<file path="config.mk">
export PLATFORM = sky130hd
export DESIGN_NAME = hdpldadapt_rx_datapath_pulse_unstretch
export DESIGN_NICKNAME = d
export VERILOG_FILES = /design/src/rtl/hdpldadapt_rx_datapath_pulse_unstretch.sv
export SDC_FILE = /design/constraint.sdc
export NUM_CORES = 1
export LEC_CHECK = 0
export ABC_AREA = 1
export BUFFER_PORTS_ARGS = -buffer_cell sky130_fd_sc_hd__buf_2
export CAP_MARGIN = 20
export CORE_MARGIN = 3
export CORE_UTILIZATION = 45
export CTS_CLUSTER_DIAMETER = 40
export DETAILED_ROUTE_END_ITERATION = 16
export PLACE_DENSITY = 0.67
export SYNTH_ARGS = -nofsm -noshare
export SYNTH_HDL_FRONTEND = slang
export SYNTH_SLANG_ARGS = --single-unit
</file>
<file path="constraint.sdc">
create_clock -name clk -period 1.33 [get_ports clk]
set_clock_uncertainty 0.05 [all_clocks]
set_input_delay 0.133 -clock clk [delete_from_list [all_inputs] [get_ports clk]]
set_output_delay 0.133 -clock clk [all_outputs]
set_load 0.02 [all_outputs]
</file>
<file path="src/rtl/hdpldadapt_rx_datapath_pulse_unstretch.sv">
// hdpldadapt_rx_datapath_pulse_unstretch
// Recovers single-cycle event pulses (frame, burst-enable execute, wordslip
// execute) from their stretched level versions produced on the TX side.
// After each accepted event, a blanking window of N edges follows. N is the
// same stretch setting that sized the pulse. Any rising edge that lands
// inside that window is reported on a sticky per-channel lost_err bit. The
// stretched FIFO empty/partial-empty flags are only registered, never
// de-stretched, because their level is meaningful for its whole duration.
// Every output is driven straight from a flop.

module hdpldadapt_rx_datapath_pulse_unstretch (
    input  logic       clk,
    input  logic       rst,
    input  logic [2:0] r_stretch_num_stages,
    input  logic       clr_lost_err,
    input  logic       tx_frame_stretch,
    input  logic       tx_burst_en_exe_stretch,
    input  logic       tx_wordslip_exe_stretch,
    input  logic       rd_empty_stretch,
    input  logic       rd_pempty_stretch,
    output logic       tx_frame_pulse,
    output logic       tx_burst_en_exe_pulse,
    output logic       tx_wordslip_exe_pulse,
    output logic       rd_empty,
    output logic       rd_pempty,
    output logic [2:0] lost_err
);

    localparam int NCH = 3;

    // Channel order matches lost_err bit order: 0 frame, 1 burst-en, 2 wordslip
    logic [NCH-1:0]      evt_p0;
    logic [NCH-1:0][2:0] cnt_p1;
    logic [NCH-1:0]      prev_p1;
    logic [NCH-1:0]      pulse_p1;
    logic [NCH-1:0]      lost_p1;
    logic                empty_p1;
    logic                pempty_p1;

    assign evt_p0 = {tx_wordslip_exe_stretch, tx_burst_en_exe_stretch, tx_frame_stretch};

    // Blank counter step; only called while the count is non-zero, but held
    // at zero defensively so it can never wrap.
    function automatic logic [2:0] cnt_dec(input logic [2:0] c);
        return (c == 3'd0) ? 3'd0 : c - 3'd1;
    endfunction

    // A rising edge is a lost event only while the channel is blanking
    function automatic logic is_lost(input logic prev, input logic cur,
                                     input logic [2:0] c);
        return !prev && cur && (c != 3'd0);
    endfunction

    // ---- stage p0 -> p1: per-channel accept/blank, lost tracking ----
    // Per-channel de-stretch: accept on an idle counter, then blank N edges
    always_ff @(posedge clk or posedge rst) begin
        if (rst) begin
            cnt_p1   <= '0;
            prev_p1  <= '0;
            pulse_p1 <= '0;
            lost_p1  <= '0;
        end else begin
            prev_p1 <= evt_p0;
            for (int i = 0; i < NCH; i++) begin
                if (cnt_p1[i] == 3'd0) begin
                    // Idle counter: a high input is a new event. N is sampled
                    // here only, so a mid-window change waits for this point.
                    pulse_p1[i] <= evt_p0[i];
                    if (evt_p0[i]) begin
                        cnt_p1[i] <= r_stretch_num_stages;
                    end
                end else begin
                    pulse_p1[i] <= 1'b0;
                    cnt_p1[i]   <= cnt_dec(cnt_p1[i]);
                end

                // Setting has priority over the clear so no event is missed
                if (is_lost(prev_p1[i], evt_p0[i], cnt_p1[i])) begin
                    lost_p1[i] <= 1'b1;
                end else if (clr_lost_err) begin
                    lost_p1[i] <= 1'b0;
                end
            end
        end
    end

    // Registered flag copies; reset reports the FIFO as empty
    always_ff @(posedge clk or posedge rst) begin
        if (rst) begin
            empty_p1  <= 1'b1;
            pempty_p1 <= 1'b1;
        end else begin
            empty_p1  <= rd_empty_stretch;
            pempty_p1 <= rd_pempty_stretch;
        end
    end

    assign tx_frame_pulse        = pulse_p1[0];
    assign tx_burst_en_exe_pulse = pulse_p1[1];
    assign tx_wordslip_exe_pulse = pulse_p1[2];
    assign lost_err              = lost_p1;
    assign rd_empty              = empty_p1;
    assign rd_pempty             = pempty_p1;

endmodule
</file>
# Word-level counts from Yosys, hierarchy flattened
# Cells that the tools add are included.
totals:
  ff_bits: 20
  input_bits: 11
  out_inout_bits: 8
  word_cells: 47
op_classes:
  eq_ne: 3
  n_addsub: 3
  n_reduce_logical: 18
  muxes: 13
op_table:
  columns: ["cell", "n"]
  rows:
  - ["$mux W3", 6]
  - ["$logic_not A3 Y1", 3]
  - ["$reduce_bool A3 Y1", 3]
  - ["$sub A3 B1 Y3 const B", 3]
  - ["$mux W1", 7]
  - ["$logic_and A1 B1 Y1", 6]
  - ["$ne A2 B2 Y1 const B", 3]
  - ["$reduce_bool A2 Y1", 3]
  - ["$logic_not A1 Y1", 3]

# Depth between registers and ports, before layout
# Gate-level depths: netlist (run 1).
logic_depth:
  depth_word: 4
  depth_mapped: 6
  depth_no_buf: 6

# Least setup slack after synthesis (run 1)
# No wires, ideal clock.
synth_timing:
  path_type: "flip-flop to flip-flop"
  startpoint: "register cnt_p1[6] in the netlist's numbering"
  endpoint: "register cnt_p1[8] in the netlist's numbering"
  path_stages_with_launch: 6
  required_ns: 1.163
  arrival_ns: 0.935
  setup_ns: 0.117
  period_less_slack_ns: 1.102
  slack_ns: 0.228
  path_buffers: 0
  cell_sequence: "dfrtp_1 -> inv_1 -> ha_1 -> or2_2 -> nand3_1 -> nand2_1"
synth_via:
  elab_chain_len: 2
  word_cells_on_any_way: 4
  cone_classes: "add/sub (1); eq/ne (1); mux (1); reduce/logical (1)"
synth_lines:
  columns: ["item", "line", "source"]
  rows:
  - ["start, declared", "33", "logic [NCH-1:0][2:0] cnt_p1;"]
  - ["start signal, assigned by index", "70", "cnt_p1[i] <= r_stretch_num_stages;"]
  - ["start signal, assigned by index", "74", "cnt_p1[i] <= cnt_dec(cnt_p1[i]);"]
  - ["$sub A3 B1 Y3 / $logic_not A3 Y1 (equally long branches)", "45, 65", null]
  - ["$mux W3 / $ne A2 B2 Y1 (equally long branches)", null, null]
# Several ways; a longest one is shown, not always the timed one.
# A chain may end at the register's enable or synchronous reset.

# Worst setup path after layout (run 1)
layout_timing:
  startpoint: "register cnt_p1[6] in the netlist's numbering"
  endpoint: "register cnt_p1[7] in the netlist's numbering"
# The elaborated chain is that of the path after synthesis.

==> results of run 1 <==
sequential cells by signal, indices dropped and copies added, names as in the netlist:
name	count
pulse_p1	3
rd_pempty	1
rd_empty	1
prev_p1	3
cnt_p1	9
lost_err	3
through the flow:
stage	cells	setup slack, ns	instance area, um^2
6_report	154	0.117	1200
2_1_floorplan	99	0.228	935
4_1_cts	154	0.112	1200
3_3_place_gp	143	0.166	1080
5_1_grt	154	0.0200	1200
3_5_place_dp	143	0.123	1080
how the worst min path moves through the flow:
stage                                        from                    end  slack, ns  cells after the start
after floorplan                               rst  cnt_p1[0]$_DFFE_PP0P_       0.05                      1
after global placement                        rst  pulse_p1[0]$_DFF_PP0_       0.04                      2
after detailed placement                      rst  pulse_p1[0]$_DFF_PP0_       0.05                      2
after CTS                 r_stretch_num_stages[2]  cnt_p1[8]$_DFFE_PP0P_       0.02                      3
after global routing      r_stretch_num_stages[2]  cnt_p1[8]$_DFFE_PP0P_       0.04                      3
final                     r_stretch_num_stages[2]  cnt_p1[5]$_DFFE_PP0P_       0.03                      3
tightest hold or removal path, delay by kind of cell:
family / cells / cell delay (ns)
simple gates: 2 / 0.11
buf+inv: 1 / 0.11
layout by cell type, fill, tap and decap left out, types with 5 or more instances in the layout:
cell type,n
sky130_fd_sc_hd__dfrtp_1,18
sky130_fd_sc_hd__nand4_1,12
sky130_fd_sc_hd__dlygate4sd3_1,7
sky130_fd_sc_hd__nand2_1,18
sky130_fd_sc_hd__nand3_1,9
sky130_fd_sc_hd__inv_1,16
sky130_fd_sc_hd__buf_2,18
sky130_fd_sc_hd__ha_1,5
logic make-up (layout without fill, tap and decap cells):
kind of cell	count (synthesis)	in the layout	share of synthesized area, %
compound gates	3	3	1.61
fa+ha+maj	6	6	8.03
buf+inv	19	49	7.63
flops	20	20	53.8
simple gates	51	51	28.9
report_power, final:
| group | internal, uW | total, uW | switching, uW |
|---|---|---|---|
| sequential | 810 | 920 | 110 |
| clock | 305 | 487 | 183 |
| combinational | 407 | 1050 | 645 |
| total | 1520 | 2460 | 938 |
area by class of cell:
| class | count | area [um^2] | share of cell area (%) |
|---|---|---|---|
| clock inverter | 1 | 30.0 | 2.50 |
| sequential | 20 | 503 | 41.9 |
| tap | 25 | 31.3 | 2.60 |
| timing repair buffer | 26 | 180 | 15.0 |
| inverter | 19 | 71.3 | 5.94 |
| clock buffer | 3 | 22.5 | 1.88 |
| multi-input combinational | 60 | 363 | 30.2 |
what timing repair did:
item | CTS | global route
resized for setup | 0 | 1
endpoints found under the setup margin | 0 | 1
hold buffers | 7 | 0
endpoints found under the hold margin | 24 | 0
metal layers:
metal  part of all wire [%]  GRT usage (%)
met3                    8.8           6.02
met2                     48           28.8
met1                     43           19.6
met4                   0.87           5.24
met5                      0              0
==> impl_summary.log, run 1 <==
INFO  metric die_x = 51.6 um
INFO  metric routed-via-count = 755
INFO  metric ys_top_cells_by_area = sky130_fd_sc_hd__dfrtp_1, sky130_fd_sc_hd__ha_1, sky130_fd_sc_hd__nand4_1, sky130_fd_sc_hd__nand2_1, sky130_fd_sc_hd__inv_1
INFO  metric setup_violations = 0
INFO  metric worstPathMaxFanout = 5
INFO  metric std_cell_rows = 15
INFO  metric drtPass1Iterations = 4
INFO  metric grt_usage = 16.9%
INFO  metric chain_of_cells_forming_the_critical_path = inv_1 > ha_1 > nand2_2 > nand2_1 > nand3_1
INFO  metric place.detailed.hpwl = 1410 um
INFO  metric port_buffers = 18
INFO  metric initial_core_util = 50.8%
INFO  metric fp.coreArea = 1840 um^2
INFO  metric drive_above_1_share = 29.5%
INFO  metric cts_buffer_depth = 2
INFO  metric ys_dominant_reg_cell = sky130_fd_sc_hd__dfrtp_1
INFO  metric worst_skew_pair.late_latency = 0.30 ns
INFO  metric area_growth_syn_to_layout = 28.5%
INFO  metric cts_tree = yes
INFO  metric worst-setup-path-type = register to register
INFO  metric synth.largest_area_cell = sky130_fd_sc_hd__dfrtp_1
INFO  metric synth-edff-count = 0
INFO  metric number_of_design_rule_violations_left_after_detail_routing = 0
INFO  metric clkSlewWorstSetupHoldPaths = 0.11 ns
INFO  metric synth.ff_latch_count = 20
INFO  metric run_status = completed
INFO  metric place.gp.congestion = 0.785
INFO  metric rsz0062_at_grt = no
INFO  metric number_of_antenna_violations_at_the_first_check_in_global_routing = 0
INFO  metric io-pin-count = 19
INFO  metric grt_start_max_net_pins = 15
INFO  metric synth_top_area_share = 48.2%
INFO  metric cp_slowest_cell = sky130_fd_sc_hd__dfrtp_1
INFO  metric antennaDiodeCount = 0
INFO  metric floorplan.die_area = 2660 um^2
INFO  metric number_of_standard_cells_after_synthesis = 99
INFO  metric syn_area = 935 um^2
INFO  metric root_buffer_master = sky130_fd_sc_hd__clkbuf_4
INFO  metric asyncSetResetFlopFracSynth = 100%
INFO  metric synthesis.yosys.warnings = 0
INFO  metric max_stage_delay = 0.39 ns
INFO  metric max_cap_violations = 0
INFO  metric routed_via_density = 4.90
INFO  metric synthesis.nets = 116
INFO  metric peak_supply_drop = 1.40 mV
INFO  metric design.final.nets = 147
INFO  metric cts_buffers = 3
INFO  metric y_dimension_of_the_die = 51.6 um
INFO  metric netlist_top_cells_count = sky130_fd_sc_hd__dfrtp_1, sky130_fd_sc_hd__nand2_1, sky130_fd_sc_hd__inv_1
INFO  metric fmax = 0.825 GHz
INFO  metric whs = 0.0264 ns
INFO  metric timing.critical_path.buf_inv = 1
INFO  metric final_core_utilization = 65.3%
INFO  metric min-delay-path-class = primary input to register
INFO  metric cp_top_family = flip-flops
INFO  metric max_slew.worst_pin.slew = 0.335 ns
INFO  metric tns = 0 ns
INFO  metric cp-endpoint = cnt_p1[7]$_DFFE_PP0P_
INFO  metric power_density = 2050 nW/um^2
INFO  metric post-route-period-util = 91.2%
INFO  metric power.static_leakage = 0.000634 uW
INFO  metric worst_ep_required_time = 1.46 ns
INFO  metric numClockSinks = 20
INFO  metric timing.final.max_slew_violations = 0
INFO  metric filler_cell_count = 160
INFO  metric crit_arrival = 1.34 ns
INFO  metric critPathLaunch = cnt_p1[6]$_DFFE_PP0P_
INFO  metric final.min_clock_period = 1.21 ns
INFO  metric vias_in_the_first_global_route = 806
INFO  metric yosysUniqueCellTypes = 13
INFO  metric synth.yosys.seq_area_share = 53.8%
INFO  metric overflow = 0
INFO  metric maxSlewHeadroom = 77.7%
INFO  metric post-cts-setup-buffers = 0
INFO  metric antenna_violating_nets_post_route = 0
INFO  metric endpoint_kind = register
INFO  metric h_tree_levels = 1
INFO  metric worstReg2RegEnd = cnt_p1[7]$_DFFE_PP0P_
INFO  metric reg2reg_setup_slack = 0.12 ns
INFO  metric rr_worst_depth = 5
INFO  metric final_hold_viol_count = 0
INFO  metric wl_per_cell = 11.9 um
INFO  metric syn_avg_cell_area = 9.44 um^2
INFO  metric grt_first_pass_wirelength = 3310 um
INFO  metric beginning_of_the_worst_register_to_register_path = cnt_p1[6]$_DFFE_PP0P_
INFO  metric finalPower = 2460 uW
INFO  metric worstSetupPathDepth = 5
INFO  metric dr.first_iter.drc_count = 9
INFO  metric routed_wl = 1830 um
INFO  metric critPathLaunchType = register
No activity file was read; power rests on OpenSTA's default activity.
==> inputs of run 2 (changes only) <==
--- a/config.mk
+++ b/config.mk
@@ -9,10 +9,10 @@
 export BUFFER_PORTS_ARGS = -buffer_cell sky130_fd_sc_hd__buf_2
 export CAP_MARGIN = 20
 export CORE_MARGIN = 3
-export CORE_UTILIZATION = 45
+export CORE_UTILIZATION = 52
 export CTS_CLUSTER_DIAMETER = 40
 export DETAILED_ROUTE_END_ITERATION = 16
-export PLACE_DENSITY = 0.67
+export PLACE_DENSITY = 0.76
 export SYNTH_ARGS = -nofsm -noshare
 export SYNTH_HDL_FRONTEND = slang
 export SYNTH_SLANG_ARGS = --single-unit
==> run 2 against run 1 <==
  * Combinational power hardly changed
  * Register-to-register slack better by 0.02 ns
  * Clock power is 39% lower
==> impl_summary.log, run 2 (synthesis results as in run 1) <==
INFO  metric maxSlewHeadroom = 77.3%
INFO  metric fp.coreArea = 1590 um^2
INFO  metric dp.cells = 143
INFO  metric h_tree_levels = 1
INFO  metric combinational_share_of_power = 46.6%
INFO  metric number_of_design_rule_violations_left_after_detail_routing = 0
INFO  metric drive_above_1_share = 28.5%
INFO  metric worstReg2RegEnd = cnt_p1[0]$_DFFE_PP0P_
INFO  metric grt_usage = 18.4%
INFO  metric grt_start_max_net_pins = 13
INFO  metric endpoint_kind = register
INFO  metric worstPathMaxFanout = 5
INFO  metric final_cell_mix = sky130_fd_sc_hd__nand2_1, sky130_fd_sc_hd__dfrtp_1, sky130_fd_sc_hd__buf_2
INFO  metric setup_violations = 0
INFO  metric worst_ep_required_time = 1.47 ns
INFO  metric total_switching_power = 924 uW
INFO  metric largest_register_ffs = 9
INFO  metric max_slew.worst_pin.slew = 0.340 ns
INFO  metric multi_input_area = 360 um^2
INFO  metric hold-path-cell-count = 3
INFO  metric antenna_violating_nets_post_route = 0
INFO  metric finalNonFillerCells = 154
INFO  metric y_dimension_of_the_die = 48.4 um
INFO  metric power.static_leakage = 0.000623 uW
INFO  metric io-pin-count = 19
INFO  metric final-seq-area = 503 um^2
INFO  metric power_density = 1940 nW/um^2
INFO  metric post-cts-setup-buffers = 0
INFO  metric area_growth_syn_to_layout = 24.8%
INFO  metric fmax = 0.838 GHz
INFO  metric rsz0062_at_grt = no
INFO  metric peak_supply_drop = 1.08 mV
INFO  metric reg2reg_setup_slack = 0.14 ns
INFO  metric timing.hold.worst.start = r_stretch_num_stages[2]
INFO  metric switching_share = 40.8%
INFO  metric worstHoldEndpoint = cnt_p1[5]$_DFFE_PP0P_
INFO  metric beginning_of_the_worst_register_to_register_path = cnt_p1[0]$_DFFE_PP0P_
INFO  metric final_hold_viol_count = 0
INFO  metric worst_skew_pair.late_latency = 0.30 ns
INFO  metric floorplan.die_area = 2340 um^2
INFO  metric wl_per_cell = 11.9 um
INFO  metric crit_arrival = 1.33 ns
INFO  metric cts_buffer_depth = 2
INFO  metric number_of_antenna_violations_at_the_first_check_in_global_routing = 0
INFO  metric timing.final.max_slew_violations = 0
INFO  metric design.final.nets = 148
INFO  metric final_core_utilization = 73.2%
INFO  metric filler_cell_count = 124
INFO  metric dr.first_iter.drc_count = 6
INFO  metric run_status = completed
INFO  metric port_buffers = 18
INFO  metric post_cts_resized = 0
INFO  metric clkSlewWorstSetupHoldPaths = 0.11 ns
INFO  metric min-delay-path-class = primary input to register
INFO  metric routed-via-count = 767
INFO  metric pwr-share-seq = 40.4%
INFO  metric vias_in_the_first_global_route = 808
INFO  metric cts_tree = yes
INFO  metric std_cell_rows = 14
INFO  metric overflow = 0
INFO  metric tns = 0 ns
INFO  metric max_cap_violations = 0
INFO  metric antennaDiodeCount = 0
INFO  metric cts_buffers = 3
INFO  metric routed_via_density = 4.98
INFO  metric post-route-period-util = 89.8%
INFO  metric die_x = 48.4 um
INFO  metric drtPass1Iterations = 4
INFO  metric routed_wl = 1830 um
INFO  metric cellInternalPower = 1340 uW
INFO  metric critPathLaunchType = register
INFO  metric power_frac_clock = 13.0%
INFO  metric place.detailed.hpwl = 1450 um
INFO  metric final.min_clock_period = 1.19 ns
INFO  metric numClockSinks = 20
INFO  metric rr_worst_depth = 5
INFO  metric root_buffer_master = sky130_fd_sc_hd__clkbuf_4
INFO  metric initial_core_util = 58.6%
INFO  metric place.gp.congestion = 0.843
INFO  metric grt_first_pass_wirelength = 3400 um
INFO  metric max_flop_register = cnt_p1
INFO  metric worst-setup-path-type = register to register
[run 2: cell types whose count changed in the layout (fill, tap and decap cells not counted), sizes merged]
cell and delta:
bufinv -1, buf +1, clkbuf +1
[run 2: area by class of cell]
cell class | count | area share [%]
multi-input cells | 60 | 30.9
well taps | 24 | 2.58
inverters | 19 | 6.12
clock buffers | 4 | 2.25
repair buffers | 27 | 15.0
flip-flops and latches | 20 | 43.1
[run 2: routing by layer]
metal | up-vias | track usage [%] | share of wire (%) | wire [um]
met5 | - | 0 | 0 | 0
met4 | 0 | 5.69 | 0.71 | 13
met3 | 2 | 6.13 | 5.4 | 99
met2 | 24 | 32.3 | 51 | 924
met1 | 357 | 21.0 | 43 | 790
li1 | 384 | - | - | -
[run 2: worst max-delay path by stage]
stage | depth (start not counted) | to | startpoint
final | 5 | cnt_p1[0]$_DFFE_PP0P_ | cnt_p1[0]$_DFFE_PP0P_
after global routing | 6 | cnt_p1[5]$_DFFE_PP0P_ | cnt_p1[3]$_DFFE_PP0P_
after CTS | 5 | cnt_p1[8]$_DFFE_PP0P_ | cnt_p1[6]$_DFFE_PP0P_
after detailed placement | 5 | cnt_p1[8]$_DFFE_PP0P_ | cnt_p1[6]$_DFFE_PP0P_
after global placement | 5 | cnt_p1[8]$_DFFE_PP0P_ | cnt_p1[6]$_DFFE_PP0P_
after floorplan | 5 | cnt_p1[8]$_DFFE_PP0P_ | cnt_p1[6]$_DFFE_PP0P_
[run 2: timing repair]
item                                    in CTS  in global routing
endpoints found under the setup margin       0                  0
hold endpoints to repair                    14                  0
hold buffers                                 7                  0
[run 2: power by group through the flow]
| stage | Clock (uW) | Sequential (uW) | Combinational, uW |
|---|---|---|---|
| after detailed placement | 0 | 927 | 1050 |
| final | 295 | 915 | 1050 |
| after CTS | 300 | 914 | 1070 |
| after global placement | 0 | 918 | 989 |
| after floorplan | 0 | 963 | 742 |
| after global routing | 326 | 938 | 1230 |
[run 2: worst max-delay path: stages (launching register included)]
cell and delay (ns):
sky130_fd_sc_hd__dfrtp_1 0.39, sky130_fd_sc_hd__inv_1 0.10, sky130_fd_sc_hd__ha_1 0.26, sky130_fd_sc_hd__nand2_2 0.13, sky130_fd_sc_hd__nand2_1 0.08, sky130_fd_sc_hd__nand3_1 0.08
[run 2: stage by stage]
step	setup WS (ns)	hold WS (ns)	total power, uW	area, um^2
final	0.136	0.0386	2260	1170
after global routing	0.0465	0.0351	2490	1170
after CTS	0.132	0.0312	2280	1170
after detailed placement	0.147	0.0552	1980	1070
after global placement	0.190	0.0494	1910	1070
after floorplan	0.228	0.0453	1710	935
